## src/rtl/mem_lsu.sv

```systemverilog
// Load/store initiator for a big-endian, byte-addressed data memory.
// Handles sub-word extension on loads and read-modify-write for SB/SH.
module mem_lsu #(
  parameter int unsigned MEMSIZE = 1024
) (
  input  logic        clk,
  input  logic        rst_n,
  input  logic        req_valid,
  output logic        req_ready,
  input  logic [3:0]  req_op,
  input  logic [31:0] req_addr,
  input  logic [31:0] req_wdata,
  output logic        resp_valid,
  input  logic        resp_ready,
  output logic [31:0] resp_rdata,
  output logic        resp_err,
  output logic [31:0] mem_raddr,
  input  logic [31:0] mem_rdata,
  output logic        mem_write,
  output logic [31:0] mem_waddr,
  output logic [31:0] mem_wdata
);

  typedef enum logic [1:0] {
    IDLE, ACCESS, MERGE, RESP
  } state_e;

  state_e      state_q, state_d;
  logic [3:0]  op_q, op_d;
  logic [31:0] addr_q, addr_d;
  logic [31:0] wdata_q, wdata_d;
  logic [31:0] merge_q, merge_d;
  logic [31:0] rdata_q, rdata_d;
  logic        err_q, err_d;
  logic [31:0] waddr_q, waddr_d;
  logic [31:0] wword_q, wword_d;

  logic [31:0] aligned;
  logic [1:0]  size;
  logic [1:0]  off;
  logic        uns;
  logic        st;
  logic        err;
  logic [4:0]  bsh;
  logic [4:0]  hsh;
  logic [7:0]  lane_b;
  logic [15:0] lane_h;
  logic [31:0] ext;
  logic [31:0] mask;
  logic [4:0]  sh;
  logic [31:0] merged;
  logic        wr;
  logic [31:0] wr_data;

  // Big-endian lanes: offset 0 sits in the top byte.
  always_comb begin
    aligned = {addr_q[31:2], 2'b00};
    size    = op_q[1:0];
    uns     = op_q[2];
    st      = op_q[3];
    off     = addr_q[1:0];
    err     = (size == 2'b11)
            | ((size == 2'b01) & off[0])
            | ((size == 2'b10) & (|off))
            | ((aligned + 32'd3) >= 32'(MEMSIZE));
    bsh     = {~off, 3'b000};
    hsh     = {~off[1], 4'b0000};
    lane_b  = 8'(mem_rdata >> bsh);
    lane_h  = 16'(mem_rdata >> hsh);
    ext     = mem_rdata;
    unique case (size)
      2'b00: ext = uns ? {24'b0, lane_b}
                       : {{24{lane_b[7]}}, lane_b};
      2'b01: ext = uns ? {16'b0, lane_h}
                       : {{16{lane_h[15]}}, lane_h};
      default: ext = mem_rdata;
    endcase
    mask    = (size == 2'b00) ? 32'h0000_00FF
                              : 32'h0000_FFFF;
    sh      = (size == 2'b00) ? bsh : hsh;
    merged  = (merge_q & ~(mask << sh))
            | ((wdata_q & mask) << sh);
  end

  always_comb begin
    state_d = state_q;
    op_d    = op_q;
    addr_d  = addr_q;
    wdata_d = wdata_q;
    merge_d = merge_q;
    rdata_d = rdata_q;
    err_d   = err_q;
    wr      = 1'b0;
    wr_data = wword_q;
    unique case (state_q)
      IDLE: begin
        if (req_valid) begin
          op_d    = req_op;
          addr_d  = req_addr;
          wdata_d = req_wdata;
          state_d = ACCESS;
        end
      end
      ACCESS: begin
        rdata_d = 32'b0;
        err_d   = 1'b0;
        state_d = RESP;
        if (err) begin
          err_d = 1'b1;
        end else if (!st) begin
          rdata_d = ext;
        end else if (size == 2'b10) begin
          wr      = 1'b1;
          wr_data = wdata_q;
        end else begin
          merge_d = mem_rdata;
          state_d = MERGE;
        end
      end
      MERGE: begin
        wr      = 1'b1;
        wr_data = merged;
        state_d = RESP;
      end
      RESP: begin
        if (resp_ready) state_d = IDLE;
      end
      default: state_d = IDLE;
    endcase
    waddr_d = wr ? aligned : waddr_q;
    wword_d = wr ? wr_data : wword_q;
  end

  always_ff @(posedge clk) begin
    if (!rst_n) begin
      state_q <= IDLE;
      op_q    <= 4'b0;
      addr_q  <= 32'b0;
      wdata_q <= 32'b0;
      merge_q <= 32'b0;
      rdata_q <= 32'b0;
      err_q   <= 1'b0;
      waddr_q <= 32'b0;
      wword_q <= 32'b0;
    end else begin
      state_q <= state_d;
      op_q    <= op_d;
      addr_q  <= addr_d;
      wdata_q <= wdata_d;
      merge_q <= merge_d;
      rdata_q <= rdata_d;
      err_q   <= err_d;
      waddr_q <= waddr_d;
      wword_q <= wword_d;
    end
  end

  // Outputs are forced quiet while reset is held, before the edge lands.
  assign req_ready  = rst_n & (state_q == IDLE);
  assign resp_valid = rst_n & (state_q == RESP);
  assign resp_rdata = rst_n ? rdata_q : 32'b0;
  assign resp_err   = rst_n & err_q;
  assign mem_raddr  = rst_n ? aligned : 32'b0;
  assign mem_write  = rst_n & wr;
  assign mem_waddr  = rst_n ? waddr_d : 32'b0;
  assign mem_wdata  = rst_n ? wword_d : 32'b0;

endmodule
```

## config.mk

```make
export PLATFORM = sky130hd
export DESIGN_NAME = mem_lsu
export DESIGN_NICKNAME = d
export VERILOG_FILES = /design/src/rtl/mem_lsu.sv
export SDC_FILE = /design/constraint.sdc
export NUM_CORES = 1
export LEC_CHECK = 0
export CAP_MARGIN = 15
export CORE_ASPECT_RATIO = 1.2
export CORE_MARGIN = 4
export CORE_UTILIZATION = 40
export DETAILED_ROUTE_END_ITERATION = 8
export PLACE_DENSITY = 0.68
export SYNTH_ARGS = -nofsm -noshare
export SYNTH_HDL_FRONTEND = slang
export SYNTH_SLANG_ARGS = --single-unit
```

## constraint.sdc

```tcl
create_clock -name clk -period 3.2 [get_ports clk]
set_input_delay 0.48 -clock clk [delete_from_list [all_inputs] [get_ports clk]]
set_output_delay 0.48 -clock clk [all_outputs]
set_load 0.01 [all_outputs]
```

==> impl_metrics.tcl <==
set metrics [dict create \
    diodes 0 \
    yosysUniqueCellTypes 50 \
    grt_pass1_vias 7890 \
    synth_flop_cell "dfxtp_1" \
    initial_core_util 0.409 \
    pwr-share-seq 0.382 \
    power_density_nw_per_um2 640 \
    synth_cells 1028 \
    rrSetupSlack_ps 640 \
    die_h_um 169 \
    root_buffer "clkbuf_16" \
    yosysSeqAreaShare 0.462 \
    die-width_um 142 \
    status "finished, final reports clean" \
    finalCritPeriodShare 0.972 \
    grt_max_degree 62 \
    critical_path_class "flip-flop to primary output" \
    synth.top_cell.area_share 0.462 \
    rsz0062_at_grt "yes" \
    cap_violations 0 \
    p_clk_frac 0.282 \
    cp.required_ps 2720 \
    fin_nets 1365 \
    p_leak_nw 4.77 \
    first_pass_iters 5 \
    ctsHoldBuffers 0 \
    tightest_slew_ps 888 \
    clk_path_buf_depth 2 \
    rows 58 \
    core_sq_um 21100 \
    p_switching_mw 2.80 \
    syn-cell-area_sq_um 8630 \
    die_area_sq_um 24000 \
    ir_worst_vdd_mv 0.476 \
    r2r_end "rdata_q[16]" \
    drtIter0Drc 535 \
    cp-startpoint "addr_q[14]" \
    htree_levels 4 \
    synth_commonest_cells "nand2_1, dfxtp_1, nor2_1" \
    io_buffers 233 \
    clk_pin_slew_ps 80 \
    grt_overflow_total 0 \
    cp.arrival_ps 2630 \
    rr_worst_depth 8 \
    critPathCaptureType "primary output" \
    final_cells 1539 \
    yosys-top-cells-area "dfxtp_1, nand2_1, mux2i_1" \
    max_freq_ghz 0.322 \
    cts_tree "done" \
    pin_count 236 \
    place.gp.congestion 0.912 \
    async_flop_share 0 \
    ys.warnings.count 0 \
    drc 0 \
    wire_per_inst_um 18.5 \
    syn_area_per_cell_sq_um 8.39 \
    p_int_mw 4.96 \
    grt_usage 0.227 \
    finalClockSkew_ps 11.5 \
    dp_hpwl_um 20300 \
    placed_area_sq_um 11300 \
    hp-class "primary input to flip-flop" \
    finalHoldViolCount 0 \
    synth-seq-cells 199 \
    finalSetupViolations 0 \
    place_inst 1492 \
    drive_above_1_share 0.162 \
    clock_latency_ps 440 \
    combPwrFrac 0.336 \
    reg2reg_from "addr_q[14]" \
    grt_pass1_wl_um 43300 \
    slew_headroom 0.404 \
    path_max_fanout 13 \
    crit_end "mem_wdata[26]" \
    period_minus_slack_ps 3110 \
    cts_buffers 17 \
    synth_area_leader_cell "dfxtp_1" \
    routed_wl_um 28500 \
    synth-edff-count 0 \
    numClockSinks 199 \
    grt_antenna_before_repair 0 \
    ant_nets 0 \
    vias_per_cell 5.30 \
    worstSetupStartpointType "flip-flop" \
    final_area_sq_um 12100 \
    sw_frac_of_total 0.361 \
    vias 8159 \
    syn_to_final_growth_pct 40.5 \
    slew_viol_final 0 \
    yosysMostFrequentCell "nand2_1" \
]
[cells in the final DEF, fill, tap and decap left out, types with 14 or more instances in the layout]
master / netlist / layout
clkdlybuf4s50_1: 0 / 167
clkbuf_2: 0 / 39
nor2_1: 115 / 113
buf_4: 2 / 42
o22ai_1: 27 / 27
mux2i_1: 63 / 62
clkdlybuf4s15_1: 0 / 16
a221o_1: 26 / 26
and2_1: 33 / 32
clkbuf_16: 0 / 18
o21ai_0: 27 / 26
nand2_1: 211 / 207
a21oi_1: 89 / 89
inv_1: 38 / 35
dfxtp_1: 199 / 194
mux2_2: 14 / 14
[kinds of logic after synthesis]
logic type / Yosys count / synth area share
buffers and inverters: 119 / 0.0545
adders and majority gates: 5 / 0.00725
other: 1 / 0.000435
DFF: 199 / 0.462
muxes: 77 / 0.0914
and+or+nand+nor: 395 / 0.201
AOI/OAI and AO/OA: 232 / 0.184
[what timing repair did]
item | in CTS | in global routing
buffers inserted | 9 | 4
endpoints found under the setup margin | 65 | 46
resized for setup | 110 | 120
cloned | 3 | 2
pin swaps | 9 | 12
[per-layer routing]
| metal | track usage | part of all wire | vias to the layer above |
|---|---|---|---|
| met2 | 0.376 | 0.48 | 315 |
| met1 | 0.278 | 0.40 | 3812 |
| li1 | - | - | 3980 |
| met4 | 0.0793 | 0.030 | 0 |
| met5 | 0 | 0 | - |
| met3 | 0.0735 | 0.092 | 52 |
[how the worst min path moves through the flow]
stage / from / end / slack (ps) / depth (start not counted)
floorplan: wdata_q[16] / wdata_q[16] / 440 / 2
global placement: wdata_q[31] / wdata_q[31] / 440 / 2
detailed placement: wdata_q[31] / wdata_q[31] / 450 / 2
CTS: rst_n / wword_q[9] / 410 / 3
global route: rst_n / wword_q[9] / 470 / 3
finish: rst_n / wword_q[9] / 440 / 3
[cell type report]
type                            instances  area, sq um
Clock buffer                           17          425
Clock inverter                         15          181
Fill cell                            1992         9000
Inverter                               39          149
Multi-Input combinational cell        711         4370
Sequential cell                       199         3990
Tap cell                              270          338
Timing Repair Buffer                  288         2660
[worst max-delay path: stages, from the launching register on]
cell	delay, ps
dfxtp_2	350
nor4_4	350
nand4_4	190
buf_12	180
nor3_4	170
o21ai_4	120
buf_8	170
a221o_1	350
dlygate4sd2_1	290
[power groups by stage]
| stage | Combinational [mW] | Sequential, mW | Clock (mW) |
|---|---|---|---|
| after global routing | 2.82 | 2.99 | 2.33 |
| final | 2.61 | 2.96 | 2.19 |
| after floorplan | 1.45 | 2.92 | 0 |
| after detailed placement | 2.33 | 3.00 | 0 |
| after global placement | 2.31 | 3.00 | 0 |
| after CTS | 2.47 | 2.95 | 2.23 |
[registers in the layout, indices dropped and copies added, names as in the netlist]
register,cells
op_q,4
wword_q,32
waddr_q,32
wdata_q,32
state_q,2
merge_q,32
rdata_q,32
addr_q,32
err_q,1
[stage by stage]
stage	setup WS, ps	power (mW)	util	setup TNS [ps]	hold slack, ps
6_report	90.1	7.76	0.574	0	443
5_1_grt	-62.3	8.14	0.574	-555	467
4_1_cts	-15.6	7.65	0.573	-15.6	406
3_5_place_dp	57.4	5.33	0.537	0	448
3_3_place_gp	116	5.31	0.537	0	444
2_1_floorplan	516	4.37	-	0	436
Power figures use the tool's default switching activity.
